==> config.mk <==
export PLATFORM = sky130hd
export DESIGN_NAME = reg_bank_mp_flat
export DESIGN_NICKNAME = d
export VERILOG_FILES = /design/src/rtl/reg_bank_pkg.sv /design/src/rtl/reg_bank_mp_if.sv /design/src/rtl/reg_bank_clear_fsm.sv /design/src/rtl/reg_bank_mp.sv /design/src/flat_wrapper.sv
export SDC_FILE = /design/constraint.sdc
export NUM_CORES = 1
export LEC_CHECK = 0
export BUFFER_PORTS_ARGS = -buffer_cell sky130_fd_sc_hd__buf_2
export CAP_MARGIN = 10
export CORE_MARGIN = 2
export CORE_UTILIZATION = 59
export CTS_CLUSTER_DIAMETER = 30
export DETAILED_ROUTE_END_ITERATION = 6
export GPL_ROUTABILITY_DRIVEN = 0
export PLACE_DENSITY = 0.91
export SLEW_MARGIN = 25
export SYNTH_ARGS = -nofsm -noshare
export SYNTH_HDL_FRONTEND = slang
export SYNTH_SLANG_ARGS = --single-unit
==> constraint.sdc <==
create_clock -name clk -period 2.1 [get_ports clk]
set_input_delay 0.42 -clock clk [delete_from_list [all_inputs] [get_ports clk]]
set_output_delay 0.42 -clock clk [all_outputs]
set_load 0.05 [all_outputs]
==> src/rtl/reg_bank_pkg.sv <==
// Shared types and helpers for the multi-read-port register bank.
package reg_bank_pkg;

  typedef enum logic [1:0] {
    RESET_ST = 2'd0,
    CLEAR    = 2'd1,
    READY    = 2'd2
  } rb_state_t;

  // LSB position of port `port` inside a packed per-port vector of `width`-bit fields.
  function automatic int unsigned port_lsb(input int unsigned port, input int unsigned width);
    return port * width;
  endfunction

endpackage

==> src/rtl/reg_bank_mp_if.sv <==
// Bus bundle for reg_bank_mp: write port, packed read ports and status.
interface reg_bank_mp_if #(
  parameter int DW  = 8,
  parameter int AW  = 3,
  parameter int NRD = 3
);
  logic              clear_req;
  logic              wr_en;
  logic [AW-1:0]     wr_addr;
  logic [DW-1:0]     wr_data;
  logic [NRD*AW-1:0] rd_addr;
  logic [NRD*DW-1:0] rd_data;
  logic              ready;
  logic              wr_drop;

  modport master (
    output clear_req, wr_en, wr_addr, wr_data, rd_addr,
    input  rd_data, ready, wr_drop
  );

  modport slave (
    input  clear_req, wr_en, wr_addr, wr_data, rd_addr,
    output rd_data, ready, wr_drop
  );
endinterface

==> src/rtl/reg_bank_clear_fsm.sv <==
// Sequences reset -> clear sweep -> ready, gates writes and flags dropped ones.
module reg_bank_clear_fsm
  import reg_bank_pkg::*;
#(
  parameter int AW      = 3,
  parameter bit ZERO_R0 = 1'b0
) (
  input  logic          clk,
  input  logic          rst_n,
  input  logic          clear_req,
  input  logic          wr_en,
  input  logic [AW-1:0] wr_addr,
  output logic          ready,
  output logic          wr_drop,
  output logic          clr_we,
  output logic [AW-1:0] clr_cnt,
  output logic          mem_we
);

  rb_state_t     state, state_nxt;
  logic [AW-1:0] cnt_nxt;
  logic          drop_nxt;

  always_ff @(posedge clk) begin
    if (!rst_n) begin
      state   <= RESET_ST;
      clr_cnt <= '0;
      wr_drop <= 1'b0;
    end else begin
      state   <= state_nxt;
      clr_cnt <= cnt_nxt;
      wr_drop <= drop_nxt;
    end
  end

  always_comb begin
    state_nxt = state;
    cnt_nxt   = clr_cnt;
    drop_nxt  = wr_en;
    ready     = 1'b0;
    clr_we    = 1'b0;
    mem_we    = 1'b0;
    unique case (state)
      RESET_ST: begin
        state_nxt = CLEAR;
        cnt_nxt   = '0;
      end
      CLEAR: begin
        clr_we = rst_n;
        // Last index is all-ones; the counter holds there instead of wrapping.
        if (clr_cnt == '1) state_nxt = READY;
        else               cnt_nxt   = clr_cnt + 1'b1;
      end
      READY: begin
        ready    = 1'b1;
        drop_nxt = 1'b0;
        mem_we   = rst_n && wr_en && !(ZERO_R0 && (wr_addr == '0));
        if (clear_req) begin
          state_nxt = CLEAR;
          cnt_nxt   = '0;
        end
      end
      default: state_nxt = RESET_ST;
    endcase
  end

endmodule

==> src/rtl/reg_bank_mp.sv <==
// Parametrised register bank: one write port, NRD combinational read ports,
// hardware clear sweep, optional write-to-read bypass and hardwired-zero R0.
module reg_bank_mp
  import reg_bank_pkg::*;
#(
  parameter int            DW      = 8,
  parameter int            AW      = 3,
  parameter int            NRD     = 3,
  parameter bit            BYPASS  = 1'b1,
  parameter bit            ZERO_R0 = 1'b0,
  parameter logic [DW-1:0] CLR_VAL = '0
) (
  input  logic          clk,
  input  logic          rst_n,
  reg_bank_mp_if.slave  bus
);

  localparam int DEPTH = 2 ** AW;

  logic          ready;
  logic          wr_drop;
  logic          clr_we;
  logic          mem_we;
  logic [AW-1:0] clr_cnt;
  logic [DW-1:0] core [DEPTH];
  logic [NRD-1:0][DW-1:0] rd_vec;

  reg_bank_clear_fsm #(
    .AW      (AW),
    .ZERO_R0 (ZERO_R0)
  ) u_clear_fsm (
    .clk       (clk),
    .rst_n     (rst_n),
    .clear_req (bus.clear_req),
    .wr_en     (bus.wr_en),
    .wr_addr   (bus.wr_addr),
    .ready     (ready),
    .wr_drop   (wr_drop),
    .clr_we    (clr_we),
    .clr_cnt   (clr_cnt),
    .mem_we    (mem_we)
  );

  always_ff @(posedge clk) begin
    if (clr_we)      core[clr_cnt]     <= CLR_VAL;
    else if (mem_we) core[bus.wr_addr] <= bus.wr_data;
  end

  for (genvar g = 0; g < NRD; g++) begin : g_rd
    logic [AW-1:0] addr;
    logic          hit;
    assign addr = bus.rd_addr[port_lsb(g, AW) +: AW];
    assign hit  = BYPASS && bus.wr_en && (addr == bus.wr_addr);
    // R0 zeroing takes priority over bypass so a write to R0 never leaks through.
    assign rd_vec[g] = !ready                       ? '0          :
                       (ZERO_R0 && (addr == '0))    ? '0          :
                       hit                          ? bus.wr_data :
                                                      core[addr];
  end

  assign bus.rd_data = rd_vec;
  assign bus.ready   = ready;
  assign bus.wr_drop = wr_drop;

endmodule

==> src/flat_wrapper.sv <==
// flat-port wrapper written by rule: the top's interface ports become plain ports
module reg_bank_mp_flat import reg_bank_pkg::*;
#(
  parameter int            DW      = 8,
  parameter int            AW      = 3,
  parameter int            NRD     = 3,
  parameter bit            BYPASS  = 1'b1,
  parameter bit            ZERO_R0 = 1'b0,
  parameter logic [DW-1:0] CLR_VAL = '0
)
  (clk, rst_n, bus_clear_req, bus_wr_en, bus_wr_addr, bus_wr_data, bus_rd_addr, bus_rd_data, bus_ready, bus_wr_drop);
  reg_bank_mp_if #(.DW(DW), .AW(AW), .NRD(NRD)) bus_i ();
  input  logic clk;
  input  logic rst_n;
  input wire logic [$bits(bus_i.clear_req)-1:0] bus_clear_req;
  input wire logic [$bits(bus_i.wr_en)-1:0] bus_wr_en;
  input wire logic [$bits(bus_i.wr_addr)-1:0] bus_wr_addr;
  input wire logic [$bits(bus_i.wr_data)-1:0] bus_wr_data;
  input wire logic [$bits(bus_i.rd_addr)-1:0] bus_rd_addr;
  output wire logic [$bits(bus_i.rd_data)-1:0] bus_rd_data;
  output wire logic [$bits(bus_i.ready)-1:0] bus_ready;
  output wire logic [$bits(bus_i.wr_drop)-1:0] bus_wr_drop;
  assign bus_i.clear_req = bus_clear_req;
  assign bus_i.wr_en = bus_wr_en;
  assign bus_i.wr_addr = bus_wr_addr;
  assign bus_i.wr_data = bus_wr_data;
  assign bus_i.rd_addr = bus_rd_addr;
  assign bus_rd_data = bus_i.rd_data;
  assign bus_ready = bus_i.ready;
  assign bus_wr_drop = bus_i.wr_drop;
  reg_bank_mp #(.DW(DW), .AW(AW), .NRD(NRD), .BYPASS(BYPASS), .ZERO_R0(ZERO_R0), .CLR_VAL(CLR_VAL)) u_core (.clk(clk), .rst_n(rst_n), .bus(bus_i));
endmodule
==> run summary <==
Flops & latches, synth: 70
Pin count of the biggest net entering global routing: 17
Reg clk slew, reported paths: 70 ps
Yosys top cell area share: 44.1%
CTS sink count: 70
Final worst clock skew: 7.96 ps
DRC: 0
Fillers: 470
HPWL Detailed: 8.04 mm
Tmin final: 2220 ps
First-pass GRT wire length: 18.5 mm
Sequential Area: 2040 sq um
Pint: 2.30 mW
CTS buffer count: 9
Combinational power share: 14.0%
CP max FO: 3
Commonest non-fill, non-tap cell in the layout: edfxtp_1
Die W: 90.0 um
Post-Layout Cell Count: 458
Final setup vio count: 34
CTS tree: built
Register area share after synthesis: 46.8%
Die height: 90.0 um
Worst-Skew Late Latency: 330 ps
Pre-antenna DRT Iters: 6
Cell class contributing the biggest share of worst-path delay: multiplexers
Ant diodes: 0
Total grt overflow: 0
Core ar.: 7210 sq um
Ys async rst share: 0%
Most frequent cells in the layout: edfxtp_1 (64), mux4_2 (47), buf_4 (32)
Switching pwr: 0.693 mW
Die Area: 8090 sq um
RSZ-0062 raised after global routing: true
Crit path arrival time: 1800 ps
Top Ports: 50
Min-Delay Path Class: primary input to flop
Data required, critical path: 1680 ps
Final worst-path setup slack: -123 ps
Sw Ratio: 23.1%
Mapped cell area: 4360 sq um
Sequential power share: 51.0%
Routed wire length: 12.3 mm
Nets@finish: 380
Rel. slew slack: 33.8%
Gr usage total: 31.1%
Worst VDD drop: 0.000478 V
Worst-Margin Slew: 989 ps
Crit path buf inv count: 1
Placed Cells: 441
F_max: 450 MHz
Final Hold Fails: 0
Synth top area cells: edfxtp_1 (44%), mux4_1 (24%), mux2i_1 (5.7%)
Status: finished with violations
Share of cells above drive strength 1: 50.1%
Max-slew violations: 0
Area grow syn2layout: 22.1%
Initial core utilization: 60.4%
Nature of the critical path endpoint: primary output
Root buffer cell: clkbuf_8
Worst setup path category: flop to primary output
Port Buffer Count: 49
Slowest-stage cell, CP: mux4_2
Max Cap Viol: 0
Synth Instances: 281
Leak Pwr: 1.78 nW
Synth Warn #: 0
Post-DR wirelength/cell: 27.0 um
Main synth FF type: edfxtp_1
Vias per inst: 6.93
Fin crit share: 106%
Pwr Density: 562 nW/um^2
Place WS: -182 ps
Failing checks: setup timing
Initial antenna violation count: 0
Final ANT Viol Nets: 0
Avg Synthesized Cell Area: 15.5 sq um
Worst setup SP type: flop
Vias: 3174
CTS H-tree lvls: 3
R2R Setup Slk: -110 ps
Crit-path cells: mux4_2 -> mux2i_2 -> a21oi_2 -> buf_6
Syn nets: 307
CP peak stage delay: 510 ps
Row cnt: 31
Clk pwr share: 34.9%
Post-synth EDFFs: 64
Area of the multi-input gates: 2120 sq um
Unique masters post-synth: 30
Initial detailed-routing violation count: 409
Area leader, netlist: edfxtp_1
Clock Path Buffers: 2
Vias in the first global route: 3287
-- cells in the mapped netlist (4+ instances only) --
cell      instances
mux2i_1          25
o21ai_0          26
nor2b_1           4
mux4_2            9
inv_1             4
buf_2            14
dfxtp_1           6
edfxtp_1         64
a21oi_1          26
nand2_1           4
nor2_1            9
a31oi_1           4
and2_1            9
mux4_1           39
xnor2_1           9
-- layer usage --
metal  GRT usage, %  routed length, um  part of all wire, %  vias to the layer above
met5              0                  0                    0                        -
met2           50.1               6110                   50                      268
met1           40.4               4300                   35                     1559
met3           7.12               1350                   11                       55
li1               -                  -                    -                     1292
met4           15.6                578                  4.7                        0
-- cells by family (layout without fill, tap and decap cells) --
family          after synthesis  in the layout  synth area share (%)
simple gates                 39             39                  5.05
fa+ha+maj                     2              2                 0.574
flops                        70             70                  46.8
compound gates               59             59                  7.03
buf+inv                      29            107                  4.79
xor+xnor                      9              9                  1.81
mux                          73             73                  33.9
-- power by group through the flow --
| stage | combinational, mW | clock, mW | sequential (mW) |
|---|---|---|---|
| after global placement | 0.351 | 0 | 1.55 |
| after CTS | 0.399 | 1.05 | 1.53 |
| after floorplan | 0.229 | 0 | 1.56 |
| final | 0.420 | 1.05 | 1.53 |
| after global routing | 0.436 | 1.11 | 1.53 |
| after detailed placement | 0.365 | 0 | 1.56 |
-- timing repair --
item,4_1_cts,5_1_grt
gates resized for setup,99,22
setup endpoints to repair,31,40
buffers inserted,1,0
pin swaps,16,6
gates cloned,1,0
hold buffers,0,0
-- registers in the layout, indices dropped and copies added, names as in the netlist --
signal / cells
u_core.core: 64
u_core.u_clear_fsm.state: 2
u_core.u_clear_fsm.clr_cnt: 3
u_core.u_clear_fsm.wr_drop: 1
-- path summary, 6_finish.rpt --
| path | endpoint | cells after the start | start |
|---|---|---|---|
| min | u_core.u_clear_fsm.wr_drop | 2 | bus_wr_en |
| max reg2reg | u_core.core[6][3] | 4 | u_core.u_clear_fsm.state[0] |
| max | bus_rd_data[11] | 4 | u_core.core[6][3] |
| min reg2reg | u_core.u_clear_fsm.clr_cnt[0] | 2 | u_core.u_clear_fsm.clr_cnt[0] |
-- final cells by class --
cell class                      count  area share (%)
Sequential cell                    70            38.4
Inverter                            4           0.329
Tap cell                           99            2.33
Multi-Input combinational cell    182            39.9
Clock buffer                       16            3.60
Timing Repair Buffer               87            15.4
-- metrics by stage --
stage	utilization [%]	hold WS (ps)	cell area, sq um	total power [mW]	setup TNS, ps
after CTS	73.6	367	5310	2.98	-760
after global placement	69.2	578	4990	1.90	-2730
after floorplan	-	542	4420	1.78	-2100
after global routing	73.8	397	5320	3.07	-4340
after detailed placement	69.2	607	4990	1.92	-5480
final	73.8	376	5320	2.99	-2150
No activity file was read; power rests on OpenSTA's default activity.
